--- src/rtl/seg_disp_sched.sv ---
// Round-robin scheduler sharing a two-digit seven-segment display between two byte requesters.
// Optional macro SEG_BLINK_EN makes the digits blink during the show interval.
module seg_disp_sched #(
    parameter int unsigned HOLD_CYCLES  = 50000000,
    parameter int unsigned BLANK_CYCLES = 5000000,
    parameter int unsigned BLINK_HALF   = 12500000
) (
    input  logic       clk,
    input  logic       rst,
    input  logic       a_valid,
    input  logic [7:0] a_data,
    output logic       a_ready,
    input  logic       b_valid,
    input  logic [7:0] b_data,
    output logic       b_ready,
    output logic [3:0] seg_data_1,
    output logic [3:0] seg_data_2,
    output logic       seg_en,
    output logic       disp_src,
    output logic       busy
);

    localparam int unsigned MAX_HB  = (HOLD_CYCLES > BLANK_CYCLES) ? HOLD_CYCLES : BLANK_CYCLES;
    localparam int unsigned MAX_ALL = (MAX_HB > BLINK_HALF) ? MAX_HB : BLINK_HALF;
    localparam int unsigned CW      = $clog2(MAX_ALL + 1);

    localparam logic [CW-1:0] HOLD_LAST  = CW'(HOLD_CYCLES - 1);
    localparam logic [CW-1:0] BLANK_LAST = CW'((BLANK_CYCLES > 0) ? BLANK_CYCLES - 1 : 0);

    localparam logic [1:0] IDLE  = 2'd0;
    localparam logic [1:0] SHOW  = 2'd1;
    localparam logic [1:0] BLANK = 2'd2;

    logic [1:0]    state, state_nxt;
    logic [CW-1:0] cnt, cnt_nxt;
    logic          last_grant, last_grant_nxt;   // 1 = B was granted last
    logic [3:0]    seg_data_1_nxt, seg_data_2_nxt;
    logic          seg_en_nxt, disp_src_nxt, busy_nxt;
    logic          grant_a, grant_b;

`ifdef SEG_BLINK_EN
    localparam logic [CW-1:0] BLINK_LAST = CW'(BLINK_HALF - 1);
    logic [CW-1:0] bcnt, bcnt_nxt;
`endif

    // Round-robin grant; ready is suppressed while reset is asserted
    always_comb begin
        grant_a = (state == IDLE) & a_valid & (~b_valid | last_grant);
        grant_b = (state == IDLE) & b_valid & (~a_valid | ~last_grant);
        a_ready = grant_a & ~rst;
        b_ready = grant_b & ~rst;
    end

    // Next-state and next-output logic
    always_comb begin
        state_nxt      = state;
        cnt_nxt        = cnt;
        last_grant_nxt = last_grant;
        seg_data_1_nxt = seg_data_1;
        seg_data_2_nxt = seg_data_2;
        seg_en_nxt     = seg_en;
        disp_src_nxt   = disp_src;
`ifdef SEG_BLINK_EN
        bcnt_nxt       = bcnt;
`endif
        case (state)
            IDLE: begin
                seg_en_nxt = 1'b0;
                if (grant_a | grant_b) begin
                    state_nxt      = SHOW;
                    cnt_nxt        = '0;
                    last_grant_nxt = grant_b;
                    disp_src_nxt   = grant_b;
                    seg_data_1_nxt = grant_b ? b_data[7:4] : a_data[7:4];
                    seg_data_2_nxt = grant_b ? b_data[3:0] : a_data[3:0];
                    seg_en_nxt     = 1'b1;
`ifdef SEG_BLINK_EN
                    bcnt_nxt       = '0;
`endif
                end
            end
            SHOW: begin
                if (cnt == HOLD_LAST) begin
                    cnt_nxt    = '0;
                    seg_en_nxt = 1'b0;
                    state_nxt  = (BLANK_CYCLES > 0) ? BLANK : IDLE;
                end else begin
                    cnt_nxt = cnt + CW'(1);
`ifdef SEG_BLINK_EN
                    if (bcnt == BLINK_LAST) begin
                        bcnt_nxt   = '0;
                        seg_en_nxt = ~seg_en;
                    end else begin
                        bcnt_nxt = bcnt + CW'(1);
                    end
`endif
                end
            end
            BLANK: begin
                seg_en_nxt = 1'b0;
                if (cnt == BLANK_LAST) begin
                    cnt_nxt   = '0;
                    state_nxt = IDLE;
                end else begin
                    cnt_nxt = cnt + CW'(1);
                end
            end
            default: begin
                state_nxt  = IDLE;
                cnt_nxt    = '0;
                seg_en_nxt = 1'b0;
            end
        endcase
        busy_nxt = (state_nxt != IDLE);
    end

    // State and registered outputs
    always_ff @(posedge clk) begin
        if (rst) begin
            state      <= IDLE;
            cnt        <= '0;
            last_grant <= 1'b1;
            seg_data_1 <= 4'd0;
            seg_data_2 <= 4'd0;
            seg_en     <= 1'b0;
            disp_src   <= 1'b0;
            busy       <= 1'b0;
`ifdef SEG_BLINK_EN
            bcnt       <= '0;
`endif
        end else begin
            state      <= state_nxt;
            cnt        <= cnt_nxt;
            last_grant <= last_grant_nxt;
            seg_data_1 <= seg_data_1_nxt;
            seg_data_2 <= seg_data_2_nxt;
            seg_en     <= seg_en_nxt;
            disp_src   <= disp_src_nxt;
            busy       <= busy_nxt;
`ifdef SEG_BLINK_EN
            bcnt       <= bcnt_nxt;
`endif
        end
    end

endmodule
--- config.mk ---
export PLATFORM = sky130hd
export DESIGN_NAME = seg_disp_sched
export DESIGN_NICKNAME = d
export VERILOG_FILES = /design/src/rtl/seg_disp_sched.sv
export SDC_FILE = /design/constraint.sdc
export NUM_CORES = 1
export LEC_CHECK = 0
export BUFFER_PORTS_ARGS = -buffer_cell sky130_fd_sc_hd__buf_2
export CAP_MARGIN = 25
export CORE_MARGIN = 5
export CORE_UTILIZATION = 55
export DETAILED_ROUTE_END_ITERATION = 10
export PLACE_DENSITY = 0.78
export SETUP_SLACK_MARGIN = 0.05
export SYNTH_ARGS = -nofsm -noshare
export SYNTH_HDL_FRONTEND = slang
export SYNTH_SLANG_ARGS = --single-unit
--- constraint.sdc ---
create_clock -name clk -period 3.1 [get_ports clk]
set_clock_uncertainty 0.05 [all_clocks]
set_input_delay 0.31 -clock clk [delete_from_list [all_inputs] [get_ports clk]]
set_output_delay 0.31 -clock clk [all_outputs]
set_load 0.005 [all_outputs]
## Word level (Yosys, flattened, before mapping)

Cells that the tools add are included.

- Add/subtract/negate cells: 1
- Equality and inequality tests: 6
- Multiplexer cells: 13
- Bitwise operators: 13
- Reductions and logical operators: 3

Operators with widths:

| kind | count |
|---|---|
| two-way mux 26 bit | 3 |
| one-hot mux 26 bit (3 select lines) | 1 |
| adder 26 x 1 -> 26 bit (second input constant) | 1 |
| == test 26 x 23 -> 1 bit (second input constant) | 1 |
| == test 26 bit (second input constant) | 1 |
| two-way mux 4 bit | 2 |
| bitwise AND 1 bit | 6 |
| two-way mux 2 bit | 3 |
| one-hot mux 2 bit (3 select lines) | 1 |
| inverter 1 bit | 4 |
| bitwise OR 1 bit | 3 |
| == test 2 x 1 -> 1 bit (second input constant) | 1 |
| == test 2 bit (second input constant) | 1 |
| zero test 2 bit | 1 |
| two-way mux 1 bit | 2 |
| inequality test 2 x 1 -> 1 bit (second input constant) | 1 |
| inequality test 2 bit (second input constant) | 1 |
| one-hot mux 1 bit (2 select lines) | 1 |
| AND reduction 2 bit | 1 |
| nonzero test 2 bit | 1 |

- Register bits: 40
- Bits of input ports: 20
- Output and inout port bits: 13

## Longest topological paths before layout

Gate-level depths: netlist (run 1).

- Word-level depth: 7
- Mapped depth: 8
- Mapped depth without buffers: 8

## Worst setup path before layout (run 1)

Ideal clock, no wire load.

- Path kind: register to register
- From: register cnt[0]
- To: register cnt[7]
- Setup time: 0.115 ns
- Arrival time: 2.289 ns
- Required time: 2.935 ns
- Setup slack: 0.646 ns
- Stages on the path, launching flop included: 9
- Path buffers: 1
- Period minus slack after synthesis: 2.454 ns
- Cells stage by stage: dfxtp_1 ha_1 nand3_2 or4_4 o41ai_4 a21oi_2 o21bai_4 buf_6 nor2_1

- Cells in the longest elaborated chain, start to end: 3

Ends and longest elaborated chain:

| element | RTL line | source |
|---|---|---|
| start, declared | 35 | `logic [CW-1:0] cnt, cnt_nxt;` |
| start signal, assigned | 133 | `cnt <= cnt_nxt;` |
| adder 26 x 1 -> 26 bit (tied with other cells) | 88, 105 |  |
| two-way mux 26 bit, on equally long branches | 101, 83 |  |
| one-hot mux 26 bit (3 select lines) (*) | 66 | `case (state)` |

Mark *: on every way between the ends. The rest lies on a longest branch, timed or not.
A chain may end at the register's enable or synchronous reset.

## Final worst setup path (run 1)

Same ends and word-level chain as after synthesis.

==> results.cfg, run 1 <==
[yosys]
avgSynthCellArea_sq_um = 8.506
synthArstFlopShare = 0
syn_nets = 268
ys.flop_type = dfxtp_1
synthCells = 243
synth-edff-count = 0
ys_types = 41
synth_warnings = 0
ys_ff_latch = 40
synth_area_sq_um = 2067
ys_seq_area_frac = 0.3874

[flow_run]
timing.max_cap.violations = 0

[timing]
fmax_mhz = 368.7
period_minus_slack_ps = 2712
slew_headroom = 0.3974
setup_violations = 0
tightest_slew_ps = 902.1
fin_tns_setup_ps = 0
maxSlewViolCount = 0
period_share = 0.8750
finalHoldViolCount = 0
rsz0062_at_grt = no

[placed_design]
numPortBuffers = 32
place_area_sq_um = 2273
gp_congestion = 0.8301
dp_hpwl_mm = 3.393

[finish]
syn_to_final_growth_pct = 14.35
drive_above_1_share = 0.1841
fin_nets = 301
fillers = 333
fin_area_sq_um = 2364
antenna_cells = 0

[drt]
viasPerCell = 5.785
final_antenna_net_count = 0
route.vias.total = 1880
drt_iter0_markers = 152
wirelength_mm = 4.582
drcViolationCount = 0
dr.pass1.iters = 4
routedWlPerCell_um = 14.10

[pwr]
p_per_area_nw_per_um2 = 446.4
p_leak_nw = 0.8951
ir_drop_v = 0.0002789

[die]
ios = 33
die_x_um = 71.31
start_util = 0.5646
die_h_um = 71.31
die-area_sq_um = 5084
core_sq_um = 3661
core.rowCount = 22

[global_routing]
grt_pass1_vias = 1672
grt_use_total = 0.1916
grt_max_degree = 25
grt_pass1_wl_mm = 7.803
antenna_found_initial = 0
overflow = 0

[clock_tree]
cts_tree = done
clockRootBuffer = clkbuf_8
cts_buffer_depth = 2
cts_resized = 0
clkSlewWorstSetupHoldPaths_ps = 70
cts_setup_buffers = 0
worst_skew_pair.late_latency_ps = 290
cts-htree-levels = 2
cts_buffers = 5
ctsHoldBuffers = 0
clock-sinks = 40

[critical_path]
cp-start-kind = register
critPathArrivalTime_ps = 2830
end_kind = register
worstPathMaxFanout = 14
critical_path_class = reg -> reg
cp.required_ps = 3220

[worst_hold_path]
min_path_type = in -> reg

[outcome]
status = finished clean
==> synth_stat cells (3+ instances only) <==
cell      count  area [sq um]
a211oi_1      9         67.56
a21oi_1       8         40.04
a31oi_1       8         50.05
and4_1        3         26.28
clkbuf_1      7         26.28
dfxtp_1      40         800.8
ha_1          5         62.56
inv_1         6         22.52
mux2i_1       9         90.09
nand2_1      17         63.81
nand2b_1      3         18.77
nand3_1      15         75.07
nand3b_1      4         30.03
nand4_1       8         50.05
nor2_1       38         142.6
nor2b_1       3         18.77
nor3_1        3         15.01
nor3b_1       3         22.52
nor4_1        5         31.28
nor4b_1       3         26.28
o21ai_0      11         55.05
xnor2_1       5         43.79
xor2_1        9         78.83
==> critical path, stage by stage (launching register included) <==
cell	delay (ps)
dfxtp_1	380
ha_1	230
nand3_2	150
or4_4	610
o41ai_4	530
a21oi_2	210
o21bai_4	340
nor2_1	100
==> layout by cell type (no fill, tap or decap), types with 4 or more instances in the layout <==
cell       n
ha_1       5
nor4_1     5
xor2_1     9
buf_2     32
mux2i_1    9
nand3b_1   4
clkbuf_8   6
nor2_1    38
nand3_1   15
nand4_1    8
o21ai_0   11
nand2_1   17
a21oi_1    8
a31oi_1    8
inv_1      6
a211oi_1   9
dfxtp_1   40
xnor2_1    5
==> layout make-up <==
| type | count | area, sq um | area share |
|---|---|---|---|
| clock buffer | 8 | 90.09 | 0.03812 |
| multi-input combinational | 188 | 1207 | 0.5109 |
| tap | 48 | 60.06 | 0.02541 |
| timing repair buffer | 35 | 182.7 | 0.07729 |
| inverter | 6 | 22.52 | 0.009529 |
| sequential | 40 | 800.8 | 0.3388 |
==> registers in the layout (all words and copies together) (netlist names) <==
signal      flops
busy            1
cnt            26
disp_src        1
last_grant      1
seg_data_1      4
seg_data_2      4
seg_en          1
state           2
==> power breakdown <==
group | leakage [nW] | total [mW] | internal, mW | switching [mW]
sequential | 0.326 | 0.549 | 0.536 | 0.0125
combinational | 0.524 | 0.152 | 0.0676 | 0.0848
clock | 0.0455 | 0.354 | 0.182 | 0.172
total | 0.895 | 1.06 | 0.786 | 0.270
==> stage by stage <==
stage	setup WS (ps)	instances	utilization	power (mW)	hold slack, ps
global placement	484.5	317	0.6210	0.7098	391.4
CTS	402.3	325	0.6456	1.071	289.7
finish	387.5	325	0.6456	1.055	299.6
detailed placement	423.6	317	0.6210	0.7135	403.2
floorplan	646.0	243	-	0.6572	402.7
global route	229.3	325	0.6456	1.108	313.1
==> cell families after synthesis <==
group | after synthesis | share of synthesized area
AO/OA/AOI/OAI | 45 | 0.1580
AND/OR/NAND/NOR | 115 | 0.2906
flip-flops | 40 | 0.3874
XOR/XNOR | 14 | 0.05932
multiplexers | 9 | 0.04359
adder cells (fa/ha/maj) | 5 | 0.03027
buffers and inverters | 15 | 0.03087
==> per-layer routing <==
metal,vias to the layer above,track usage,part of all wire,wire length [um]
li1,944,-,-,-
met1,882,0.2534,0.45,2078
met2,52,0.2990,0.48,2198
met3,2,0.04769,0.059,272
met4,0,0.07516,0.0074,34
met5,-,0,0,0
==> worst paths after layout <==
kind / endpoint / slack, ps / cells after the start / startpoint
max reg2reg: cnt[7] / 390 / 7 / cnt[0]
min: seg_data_2[1] / 300 / 3 / b_data[1]
min reg2reg: disp_src / 410 / 2 / disp_src
max: cnt[7] / 390 / 7 / cnt[0]
Power figures use the tool's default switching activity.
==> inputs of run 2 (changes only) <==
CORE_UTILIZATION = 45   (was 55)
PLACE_DENSITY = 0.66   (was 0.78)
==> run 2 against run 1 <==
Final cell count unchanged. Sequential share of layout area rose by 0.34 points. First-iteration DRC count down 23%. Largest cell class unchanged. Hold slack gained 5.0 ps. Clock-buffer cell count fell by 3. Via count down 1.5%.
==> results.cfg, run 2 (synthesis gave the netlist of run 1 again) <==
[outcome]
status = finished clean

[timing]
fmax_mhz = 365.2
setup_violations = 0
rsz0062_at_grt = no
whs_ps = 304.7
maxSlewViolCount = 0
slew_headroom = 0.4026
period_share = 0.8834
tightest_slew_ps = 894.4
finalHoldViolCount = 0
fin_tns_setup_ps = 0
period_minus_slack_ps = 2738

[finish]
fin_nets = 300
mostFrequentLayoutCells = dfxtp_1, nor2_1, buf_2
antenna_cells = 0
final_common_cell = dfxtp_1
largest_reg_flops = 26
fin_area_sq_um = 2340
layout_top_registers = cnt x26, seg_data_1 x4, seg_data_2 x4
largest-register = cnt
syn_to_final_growth_pct = 13.20
drive_above_1_share = 0.1795
fin_util = 0.5300

[critical_path]
end_kind = register
cp.required_ps = 3220
critPathArrivalTime_ps = 2860
worstPathMaxFanout = 14
critical_path_class = reg -> reg
r2r_cells = 7
crit_start = cnt[0]
r2r_start = cnt[0]
cp-start-kind = register

[placed_design]
numPortBuffers = 32
gp_congestion = 0.8322
place_area_sq_um = 2271
dp_hpwl_mm = 3.425

[global_routing]
grt_pass1_vias = 1682
grt_max_degree = 25
overflow = 0
grt_use_total = 0.1594
grt_pass1_wl_mm = 7.962
antenna_found_initial = 0

[drt]
route.vias.total = 1851
drcViolationCount = 0
dr.pass1.iters = 4
viasPerCell = 5.695
routedWlPerCell_um = 14.24
wirelength_mm = 4.627
drt_iter0_markers = 117
final_antenna_net_count = 0

[clock_tree]
cts_setup_buffers = 0
cts_buffer_depth = 2
ctsHoldBuffers = 0
cts-htree-levels = 2
worst_skew_pair.late_latency_ps = 290
cts_buffers = 5
clkSlewWorstSetupHoldPaths_ps = 70
clock-sinks = 40
clockRootBuffer = clkbuf_8
cts_tree = done
cts_resized = 0

[pwr]
ir_drop_v = 0.0002558
p_per_area_nw_per_um2 = 428.2
p_leak_nw = 0.8803
total_power_mw = 1.002

[die]
die-area_sq_um = 6049
ios = 33
core.rowCount = 24
core_sq_um = 4414
die_x_um = 77.78
start_util = 0.4683
die_h_um = 77.78

[worst_hold_path]
hold_path_depth = 3
min_path_type = in -> reg
worstHoldStart = b_data[4]

[flow_run]
timing.max_cap.violations = 0
run 2: area by class of cell:
cell class                      instances  area (sq um)
Fill cell                             416          2074
Multi-Input combinational cell        188          1207
Sequential cell                        40         800.8
Timing Repair Buffer                   34         175.2
Clock buffer                            5         68.82
Tap cell                               52         65.06
Inverter                                6         22.52
run 2: report_power, final:
group | switching, mW | internal (mW)
Combinational | 0.0844 | 0.0664
Clock | 0.158 | 0.145
Sequential | 0.0115 | 0.537
Total | 0.254 | 0.748
run 2: stage by stage:
step	cells	setup WS, ps
2_1_floorplan	243	646.0
3_3_place_gp	320	463.3
3_5_place_dp	320	371.3
4_1_cts	325	356.1
5_1_grt	325	160.3
6_report	325	361.6
run 2: worst paths after layout:
kind	endpoint	slack, ps
setup / recovery	cnt[23]	360
hold / removal	seg_data_1[0]	300
setup reg to reg	cnt[23]	360
hold reg to reg	disp_src	410
run 2: critical path, cell delays in order, from the launching register on:
cell,delay [ps]
dfxtp_1,370
ha_1,220
nand3_2,150
or4_4,610
o41ai_4,570
a21oi_2,210
o21bai_4,340
nor2_1,90
run 2: routing by layer:
layer,up-vias,track usage,wire length (um)
met4,0,0.04296,53
met1,863,0.2157,2192
met2,40,0.2471,2131
li1,942,-,-
met3,6,0.04630,249
met5,-,0,0
==> inputs of run 3 (changes only) <==
--- a/constraint.sdc
+++ b/constraint.sdc
@@ -4,2 +4,2 @@
 set_output_delay 0.31 -clock clk [all_outputs]
-set_load 0.005 [all_outputs]
+set_load 0.05 [all_outputs]
==> run 3 against run 2 <==
Design area increased by 1.2%. Utilization grew 0.65 points. Non-clock buffer count rose by 1. Sequential power about the same. First-iteration DRC count fell by 15%. Clock-buffer cell count up 3. Worst setup slack improved by 14 ps. Sequential share of layout area is 0.42 points lower. Global-route usage is 0.63 points lower. Sequential cell count did not move. Critical path type unchanged. Critical endpoint is now cnt[10]. Largest power group unchanged.
==> results.cfg, run 3 (synthesis gave the netlist of run 1 again) <==
[outcome]
status = finished clean

[timing]
period_share = 0.8787
finalHoldViolCount = 0
setup_violations = 0
period_minus_slack_ps = 2724
fin_ws_ps = 376.0
fmax_mhz = 367.1
tightest_slew_ps = 916.9
rsz0062_at_grt = no
fin_tns_setup_ps = 0
maxSlewViolCount = 0
slew_headroom = 0.3875

[global_routing]
grt_busiest_layer = met2
gr-usage-met1 = 0.2120
antenna_found_initial = 0
met3_usage = 0.02778
grt_pass1_vias = 1664
grt_pass1_wl_mm = 7.728
grt_use_total = 0.1531
overflow = 0
grt.met2_usage = 0.2379
grt_max_degree = 25

[clock_tree]
clockRootBuffer = clkbuf_8
cts-htree-levels = 2
clock-sinks = 40
cts_buffer_depth = 2
cts_setup_buffers = 0
cts_buffers = 5
ctsHoldBuffers = 0
cts_tree = done
worst_skew_pair.late_latency_ps = 290
clkSlewWorstSetupHoldPaths_ps = 70
cts_resized = 0

[flow_run]
timing.max_cap.violations = 0

[critical_path]
reg2reg_slack_ps = 380
r2r_start = cnt[0]
r2r_end = cnt[10]
cp.required_ps = 3220
critical_path_class = reg -> reg
r2r_cells = 7
worstPathMaxFanout = 14
end_kind = register
cp-start-kind = register
critPathArrivalTime_ps = 2840

[finish]
largest_reg_flops = 26
fillers = 414
fin_nets = 301
final_common_cell = dfxtp_1
drive_above_1_share = 0.1841
largest-register = cnt
syn_to_final_growth_pct = 14.59
mostFrequentLayoutCells = dfxtp_1, nor2_1, buf_2
seq_area_sq_um = 800.8
antenna_cells = 0
fin_area_sq_um = 2369
layoutNonFillerInstCount = 329
multi_input_area_sq_um = 1207
layout_top_registers = cnt x26, seg_data_1 x4, seg_data_2 x4

[placed_design]
numPortBuffers = 32
dp_hpwl_mm = 3.367
dp_slack_ps = 411.8
place_inst = 321
gp_congestion = 0.8322
place_area_sq_um = 2278

[die]
ios = 33
die-area_sq_um = 6049
die_x_um = 77.78
start_util = 0.4683
core_sq_um = 4414
die_h_um = 77.78
core.rowCount = 24

[drt]
viasPerCell = 5.663
routedWlPerCell_um = 14.02
final_antenna_net_count = 0
route.vias.total = 1863
wirelength_mm = 4.613
dr.pass1.iters = 4
drcViolationCount = 0
drt_iter0_markers = 99

[worst_hold_path]
min_path_type = in -> reg
worstHoldStart = b_data[4]
hold_end = seg_data_1[0]
hold_path_depth = 3

[pwr]
ir_drop_v = 0.0002867
p_leak_nw = 0.8943
p_per_area_nw_per_um2 = 474.3
==> run 3: metal layers <==
layer / vias up / part of all wire
met5: - / 0
met4: 0 / 0.013
li1: 946 / -
met2: 44 / 0.47
met1: 867 / 0.47
met3: 6 / 0.049
==> run 3: layout make-up <==
type | instances | area share
timing repair buffer | 35 | 0.07713
clock buffer | 8 | 0.03803
multi-input combinational | 188 | 0.5098
tap | 52 | 0.02747
inverter | 6 | 0.009509
sequential | 40 | 0.3381
==> run 3: critical path: stages (launching register included) <==
cell and delay, ps:
dfxtp_1 390, ha_1 230, nand3_2 160, or4_4 610
o41ai_4 530, a21oi_2 200, o21bai_4 340, nor2_1 90
==> run 3: worst max-delay path by stage <==
stage / startpoint / endpoint / slack [ps]
2_1_floorplan: cnt[0] / cnt[7] / 650
3_3_place_gp: cnt[0] / cnt[23] / 460
3_5_place_dp: cnt[0] / cnt[14] / 410
4_1_cts: cnt[0] / cnt[14] / 390
5_1_grt: cnt[0] / cnt[11] / 220
6_report: cnt[0] / cnt[10] / 380
==> run 3: per-stage QoR <==
| step | utilization | hold WS (ps) | total power [mW] |
|---|---|---|---|
| after floorplan | - | 413.3 | 0.7262 |
| after global placement | 0.5162 | 397.7 | 0.7805 |
| after detailed placement | 0.5162 | 406.0 | 0.7836 |
| after CTS | 0.5366 | 301.1 | 1.136 |
| after global routing | 0.5366 | 321.0 | 1.177 |
| final | 0.5366 | 300.5 | 1.123 |
==> run 3: power by group <==
part	switching (mW)	total [mW]	internal, mW
registers	0.0113	0.548	0.536
logic	0.154	0.223	0.0683
clock network	0.172	0.353	0.182
total	0.337	1.12	0.786
